File: src/rtl/systolic_pkg.sv
// Shared types and width helpers for the systolic_mm_stream matrix multiplier.
package systolic_pkg;

  typedef enum logic [1:0] {
    IDLE,
    LOAD,
    RUN,
    DONE
  } sa_state_t;

  // Counter must hold t = 0 .. 3N-2.
  function automatic int cnt_w(input int n);
    return $clog2(3 * n);
  endfunction

  function automatic int full_w(input int data_w, input int n);
    return 2 * data_w + $clog2(n);
  endfunction

  function automatic int imax(input int a, input int b);
    return (a > b) ? a : b;
  endfunction

endpackage

File: src/rtl/systolic_pe.sv
// One output-stationary MAC cell: forwards a east / b south, accumulates a*b, sticky overflow.
// Build macro SYSTOLIC_SAT_EN selects a saturating accumulator instead of a wrapping one.
module systolic_pe
  import systolic_pkg::*;
#(
  parameter int DATA_W = 4,
  parameter int ACC_W  = 8
) (
  input  logic              clk,
  input  logic              rst,
  input  logic              clr,
  input  logic [DATA_W-1:0] a_in,
  input  logic [DATA_W-1:0] b_in,
  output logic [DATA_W-1:0] a_out,
  output logic [DATA_W-1:0] b_out,
  output logic [ACC_W-1:0]  acc_out,
  output logic              ovf_out
);

  localparam int P_W = 2 * DATA_W;
  // One spare bit above the wider of product and accumulator catches every carry.
  localparam int S_W = imax(ACC_W, P_W) + 1;

`ifdef SYSTOLIC_SAT_EN
  localparam bit SAT_EN = 1'b1;
`else
  localparam bit SAT_EN = 1'b0;
`endif

  logic [DATA_W-1:0] a_q, a_d, b_q, b_d;
  logic [ACC_W-1:0]  acc_q, acc_d;
  logic              ovf_q, ovf_d;
  logic [P_W-1:0]    prod;
  logic [S_W-1:0]    sum;
  logic              carry;

  function automatic logic [ACC_W-1:0] acc_next(input logic [ACC_W-1:0] lo, input logic c);
    return (c && SAT_EN) ? {ACC_W{1'b1}} : lo;
  endfunction

  always_comb begin
    prod  = P_W'(a_in) * P_W'(b_in);
    sum   = S_W'(acc_q) + S_W'(prod);
    carry = |sum[S_W-1:ACC_W];
    a_d   = a_in;
    b_d   = b_in;
    acc_d = acc_next(sum[ACC_W-1:0], carry);
    ovf_d = ovf_q | carry;
    if (clr) begin
      a_d   = '0;
      b_d   = '0;
      acc_d = '0;
      ovf_d = 1'b0;
    end
  end

  always_ff @(posedge clk or posedge rst) begin
    if (rst) begin
      a_q   <= '0;
      b_q   <= '0;
      acc_q <= '0;
      ovf_q <= 1'b0;
    end else begin
      a_q   <= a_d;
      b_q   <= b_d;
      acc_q <= acc_d;
      ovf_q <= ovf_d;
    end
  end

  assign a_out   = a_q;
  assign b_out   = b_q;
  assign acc_out = acc_q;
  assign ovf_out = ovf_q;

endmodule

File: src/rtl/systolic_mm_stream.sv
// Handshaked N x N unsigned matrix multiplier on an output-stationary systolic grid.
// Build macro SYSTOLIC_SAT_EN makes the PE accumulators saturate instead of wrap.
module systolic_mm_stream
  import systolic_pkg::*;
#(
  parameter int N      = 4,
  parameter int DATA_W = 4,
  parameter int ACC_W  = 8
) (
  input  logic                             clk,
  input  logic                             rst,
  input  logic                             start,
  input  logic [N-1:0][N-1:0][DATA_W-1:0]  a_in,
  input  logic [N-1:0][N-1:0][DATA_W-1:0]  b_in,
  output logic                             busy,
  output logic                             done,
  output logic [N-1:0][N-1:0][ACC_W-1:0]   c_out,
  output logic                             ovf
);

  localparam int CW = cnt_w(N);
  localparam logic [CW-1:0] T_LAST = CW'(3 * N - 2);

  sa_state_t                          state_q;
  logic [CW-1:0]                      cnt_q;
  logic [N-1:0][N-1:0][DATA_W-1:0]    a_q, b_q;
  logic                               busy_q, done_q, ovf_q;
  logic [N-1:0][N-1:0][ACC_W-1:0]     c_q;

  logic                               clr;
  logic [DATA_W-1:0]                  west  [N];
  logic [DATA_W-1:0]                  north [N];
  logic [DATA_W-1:0]                  pe_a  [N][N];
  logic [DATA_W-1:0]                  pe_b  [N][N];
  logic [ACC_W-1:0]                   pe_acc[N][N];
  logic                               pe_ovf[N][N];
  logic [N-1:0][N-1:0][ACC_W-1:0]     acc_all;
  logic                               ovf_any;
  logic                               unused_fwd;

  always_ff @(posedge clk or posedge rst) begin
    if (rst) begin
      state_q <= IDLE;
      cnt_q   <= '0;
      a_q     <= '0;
      b_q     <= '0;
      busy_q  <= 1'b0;
      done_q  <= 1'b0;
      c_q     <= '0;
      ovf_q   <= 1'b0;
    end else begin
      case (state_q)
        IDLE, DONE: begin
          done_q <= 1'b0;
          if (start) begin
            a_q     <= a_in;
            b_q     <= b_in;
            busy_q  <= 1'b1;
            state_q <= LOAD;
          end else begin
            state_q <= IDLE;
          end
        end
        LOAD: begin
          cnt_q   <= '0;
          state_q <= RUN;
        end
        RUN: begin
          // Final cycle only flushes zeros; accumulators are already complete.
          if (cnt_q == T_LAST) begin
            state_q <= DONE;
            busy_q  <= 1'b0;
            done_q  <= 1'b1;
            c_q     <= acc_all;
            ovf_q   <= ovf_any;
          end else begin
            cnt_q <= cnt_q + 1'b1;
          end
        end
        default: state_q <= IDLE;
      endcase
    end
  end

  assign clr = (state_q == LOAD);

  // Row i sees A[i][t-i], column j sees B[t-j][j]; zero outside the window.
  always_comb begin
    for (int i = 0; i < N; i++) begin
      west[i]  = '0;
      north[i] = '0;
      if (state_q == RUN) begin
        for (int k = 0; k < N; k++) begin
          if (int'(cnt_q) == i + k) begin
            west[i]  = a_q[i][k];
            north[i] = b_q[k][i];
          end
        end
      end
    end
  end

  for (genvar i = 0; i < N; i++) begin : g_row
    for (genvar j = 0; j < N; j++) begin : g_col
      logic [DATA_W-1:0] a_w, b_w;

      if (j == 0) begin : g_west
        assign a_w = west[i];
      end else begin : g_east
        assign a_w = pe_a[i][j-1];
      end

      if (i == 0) begin : g_north
        assign b_w = north[j];
      end else begin : g_south
        assign b_w = pe_b[i-1][j];
      end

      systolic_pe #(
        .DATA_W (DATA_W),
        .ACC_W  (ACC_W)
      ) u_pe (
        .clk     (clk),
        .rst     (rst),
        .clr     (clr),
        .a_in    (a_w),
        .b_in    (b_w),
        .a_out   (pe_a[i][j]),
        .b_out   (pe_b[i][j]),
        .acc_out (pe_acc[i][j]),
        .ovf_out (pe_ovf[i][j])
      );
    end
  end

  always_comb begin
    acc_all    = '0;
    ovf_any    = 1'b0;
    unused_fwd = 1'b0;
    for (int i = 0; i < N; i++) begin
      for (int j = 0; j < N; j++) begin
        acc_all[i][j] = pe_acc[i][j];
        ovf_any       = ovf_any | pe_ovf[i][j];
      end
      // East edge a and south edge b leave the grid and go nowhere.
      unused_fwd = unused_fwd ^ (^pe_a[i][N-1]) ^ (^pe_b[N-1][i]);
    end
  end

  assign busy  = busy_q;
  assign done  = done_q;
  assign c_out = c_q;
  assign ovf   = ovf_q;

endmodule

File: config.mk
export PLATFORM = sky130hd
export DESIGN_NAME = systolic_mm_stream
export DESIGN_NICKNAME = d
export VERILOG_FILES = /design/src/rtl/systolic_pkg.sv /design/src/rtl/systolic_pe.sv /design/src/rtl/systolic_mm_stream.sv
export SDC_FILE = /design/constraint.sdc
export NUM_CORES = 2
export LEC_CHECK = 0
export CAP_MARGIN = 30
export CORE_UTILIZATION = 50
export CTS_CLUSTER_SIZE = 30
export DETAILED_ROUTE_END_ITERATION = 10
export PLACE_DENSITY = 0.85
export SKIP_LAST_GASP = 1
export SLEW_MARGIN = 20
export SYNTH_ARGS = -nofsm -noshare
export SYNTH_HDL_FRONTEND = slang
export SYNTH_SLANG_ARGS = --single-unit
File: constraint.sdc
create_clock -name clk -period 17.2 [get_ports clk]
set_input_delay 3.44 -clock clk [delete_from_list [all_inputs] [get_ports clk]]
set_output_delay 3.44 -clock clk [all_outputs]
set_load 0.05 [all_outputs]
==> flow_metrics.env <==
export IMPL_wire_per_inst_um=17.9
export IMPL_required_ps=17690
export IMPL_cts_setup_buffers=0
export IMPL_cp_end_kind="flop"
export IMPL_grt_overflow=0
export IMPL_root_buffer="clkbuf_16"
export IMPL_row_count=91
export IMPL_worst_hold_path_type="flop to flop"
export IMPL_synth_seq_cells=505
export IMPL_synthDominantCellAreaShare_pct=40.1
export IMPL_drc=0
export IMPL_nFillCells=4993
export IMPL_num_vias=22600
export IMPL_max_cap_violations=0
export IMPL_hold_viol_final=0
export IMPL_globalRoute_busiestLayer="met2"
export IMPL_port_buffers=261
export IMPL_ir_drop_v=0.000163
export IMPL_min_period_over_period_pct=32.9
export IMPL_finalSetupTns_ps=0
export IMPL_vias_per_cell=5.48
export IMPL_powerDensity_nw_per_um2=112
export IMPL_synth_nets=3552
export IMPL_p_leak_uw=0.0180
export IMPL_post_cts_resized=0
export IMPL_netlist_instances=2999
export IMPL_yosys_top_cells_area="dfrtp_1 (40%), ha_1 (11%), fa_1 (9.2%)"
export IMPL_start_kind="flop"
export IMPL_grtUsageMet3_pct=4.74
export IMPL_die_width_um=253
export IMPL_start_util_pct=50.9
export IMPL_yosysWarningCount=0
export IMPL_drt_iter0_drc=1454
export IMPL_grt_pass1_vias=22500
export IMPL_outcome="complete, no violations"
export IMPL_drive_gt1_share_pct=10.9
export IMPL_min_from="c_out[11]$_DFFE_PP0P_"
export IMPL_worst_hold_path_endpoint="c_out[11]$_DFFE_PP0P_"
export IMPL_finalMaxSlewViolations=0
export IMPL_synthFlopType="dfrtp_1"
export IMPL_numPlacedInstances=4008
export IMPL_crit_start="cnt_q[1]$_DFFE_PP0P_"
export IMPL_multi_input_area_um2=16800
export IMPL_grt_max_degree=107
export IMPL_synth_top_area_cell="dfrtp_1"
export IMPL_dp_hpwl_um=54700
export IMPL_reg2reg_setup_slack_ps=11540
export IMPL_setup_viol=0
export IMPL_cts_made_buffers=56
export IMPL_postRouteAntennaNets=0
export IMPL_clock_skew_final_ps=23.2
export IMPL_reg2regPathDepth=16
export IMPL_die_height_um=253
export IMPL_holdPathStages=2
export IMPL_instances_no_fill=4118
export IMPL_cts_sinks=505
export IMPL_ios=262
export IMPL_synthArstFlopShare_pct=100
export IMPL_cts_hold_buf=0
export IMPL_fmaxAchievable_mhz=177
export IMPL_cts_tree="yes"
export IMPL_arrival_ps=6150
export IMPL_fin_nets=3789
export IMPL_wl_um=73600
export IMPL_r2r_end="g_row[3].g_col[0].u_pe.ovf_out$_DFF_PP0_"
export IMPL_cts_max_path_buffers=3
export IMPL_dr_pass1_iters=5
export IMPL_seq_area_um2=12600
export IMPL_met2_usage_pct=38.3
export IMPL_yosysUniqueCellTypes=66
export IMPL_die_area_um2=64000
export IMPL_path_clk_slew_ps=70
export IMPL_antenna_found_initial=5
export IMPL_fin_crit_ps=5660
export IMPL_h_tree_depth=2
export IMPL_gp_congestion=0.881
export IMPL_clock_latency_ps=630
export IMPL_grtUsageTotal_pct=23.3
export IMPL_synth_area_um2=31500
export IMPL_worstSetupPathType="flop to flop"
export IMPL_synth_edff_count=0
export IMPL_rsz0062_at_grt="false"
export IMPL_crit_fanout=25
export IMPL_syn_avg_cell_area_um2=10.5
export IMPL_synth_seq_area_share_pct=40.1
export IMPL_grt_util_met1_pct=30.4
export IMPL_core_um2=61900
export IMPL_r2r_start="cnt_q[1]$_DFFE_PP0P_"
export IMPL_tightest_slew_ps=974
export IMPL_grt_first_pass_wirelength_um=118000
export IMPL_max_slew_margin_pct=35.1
export IMPL_syn_to_final_growth_pct=17.3
==> metrics by stage <==
| stage | worst slack [ps] | instance area [um^2] | hold slack, ps | total power [uW] | util (%) |
|---|---|---|---|---|---|
| after CTS | 10700 | 36800 | 482 | 4150 | 59.3 |
| after floorplan | 6910 | 31500 | 465 | 2540 | - |
| final | 11540 | 37000 | 476 | 4140 | 59.7 |
| after global routing | 11210 | 36900 | 493 | 4360 | 59.6 |
| after global placement | 10080 | 34800 | 460 | 2830 | 56.2 |
| after detailed placement | 10060 | 34900 | 470 | 2890 | 56.3 |
==> worst max path at each step <==
stage,cells after the start,slack [ps],endpoint
2_1_floorplan,1,6910,a_q[0]$_DFFE_PP0P_
3_3_place_gp,5,10080,a_q[25]$_DFFE_PP0P_
3_5_place_dp,5,10060,b_q[31]$_DFFE_PP0P_
4_1_cts,5,10700,b_q[43]$_DFFE_PP0P_
5_1_grt,6,11210,b_q[43]$_DFFE_PP0P_
6_report,16,11540,g_row[3].g_col[0].u_pe.ovf_out$_DFF_PP0_
==> sequential cells by signal, summed over array words and instances (netlist names), 2 cells and up <==
name and cells:
g_row.g_col.u_pe.b_out 48, cnt_q 4, g_row.g_col.u_pe.a_out 48, a_q 64, g_row.g_col.u_pe.ovf_out 16, g_row.g_col.u_pe.acc_out 128
c_out 128, b_q 64, state_q 2
==> area by class of cell <==
| type | instances | share of cell area, % |
|---|---|---|
| Antenna cell | 2 | 0.0135 |
| Clock buffer | 74 | 4.27 |
| Clock inverter | 27 | 0.894 |
| Inverter | 417 | 4.25 |
| Multi-Input combinational cell | 1967 | 45.5 |
| Sequential cell | 505 | 34.2 |
| Tap cell | 837 | 2.83 |
| Timing Repair Buffer | 289 | 8.05 |
==> cell usage in the layout, fill, tap and decap left out, types with 56 or more instances in the layout <==
cell	instances
dfrtp_1	505
nand2_1	157
inv_1	416
fa_1	144
nor3_1	115
and2_1	92
nor2_1	104
o21ai_0	128
ha_1	276
clkdlybuf4s50_1	261
a21oi_1	98
nor2b_1	150
mux2_2	185
clkbuf_16	56
==> worst max-delay path, cell delays in order, from the launching register on <==
cell	delay, ps
dfrtp_1	440
inv_1	120
ha_1	560
buf_4	390
nor2b_1	200
o21ai_0	90
a22oi_1	700
nand3b_1	220
fa_1	450
fa_1	460
fa_1	490
inv_1	40
ha_1	210
a211oi_1	370
o21ai_0	210
a2111oi_0	470
nor3_1	100
==> report_power, final <==
part | internal, uW | switching [uW] | leakage [uW] | total (uW)
logic | 568 | 701 | 0.0104 | 1270
clock network | 725 | 511 | 0.000931 | 1240
registers | 1450 | 191 | 0.00668 | 1640
total | 2740 | 1400 | 0.0180 | 4140
==> Yosys cell counts (all sizes together), types with 4 or more instances <==
master   instances
nor3b           52
buf             58
or3b             8
nor2           104
nand3b          25
and2            93
or4b            14
a22o             4
nor2b          150
or2             21
fa             144
and3            19
ha             278
o211ai          30
inv            417
a22oi            8
a21o            25
and3b           49
nand2          158
mux2i           15
o2bb2ai         16
nand2b          20
o21bai          16
a2bb2oi         16
nor4b            9
nor4            20
o22ai            9
nor4bb           8
nor3           115
nand3            9
a21oi           98
clkbuf          52
a32oi            8
o21ai          129
a211oi          37
mux2           185
dfrtp          505
a2111oi         13
o21a            34
a311o           11
==> logic make-up after synthesis <==
logic type                 synth area share (%)
AOI/OAI and AO/OA                          9.80
adders and majority gates                  20.2
buffers and inverters                      6.62
DFF                                        40.1
muxes                                      7.09
and+or+nand+nor                            16.2
==> metal layers <==
layer,up-vias,wire length [um]
li1,10700,-
met1,11100,30600
met2,696,35200
met3,151,5070
met4,4,2610
met5,-,26
Power figures use the tool's default switching activity.
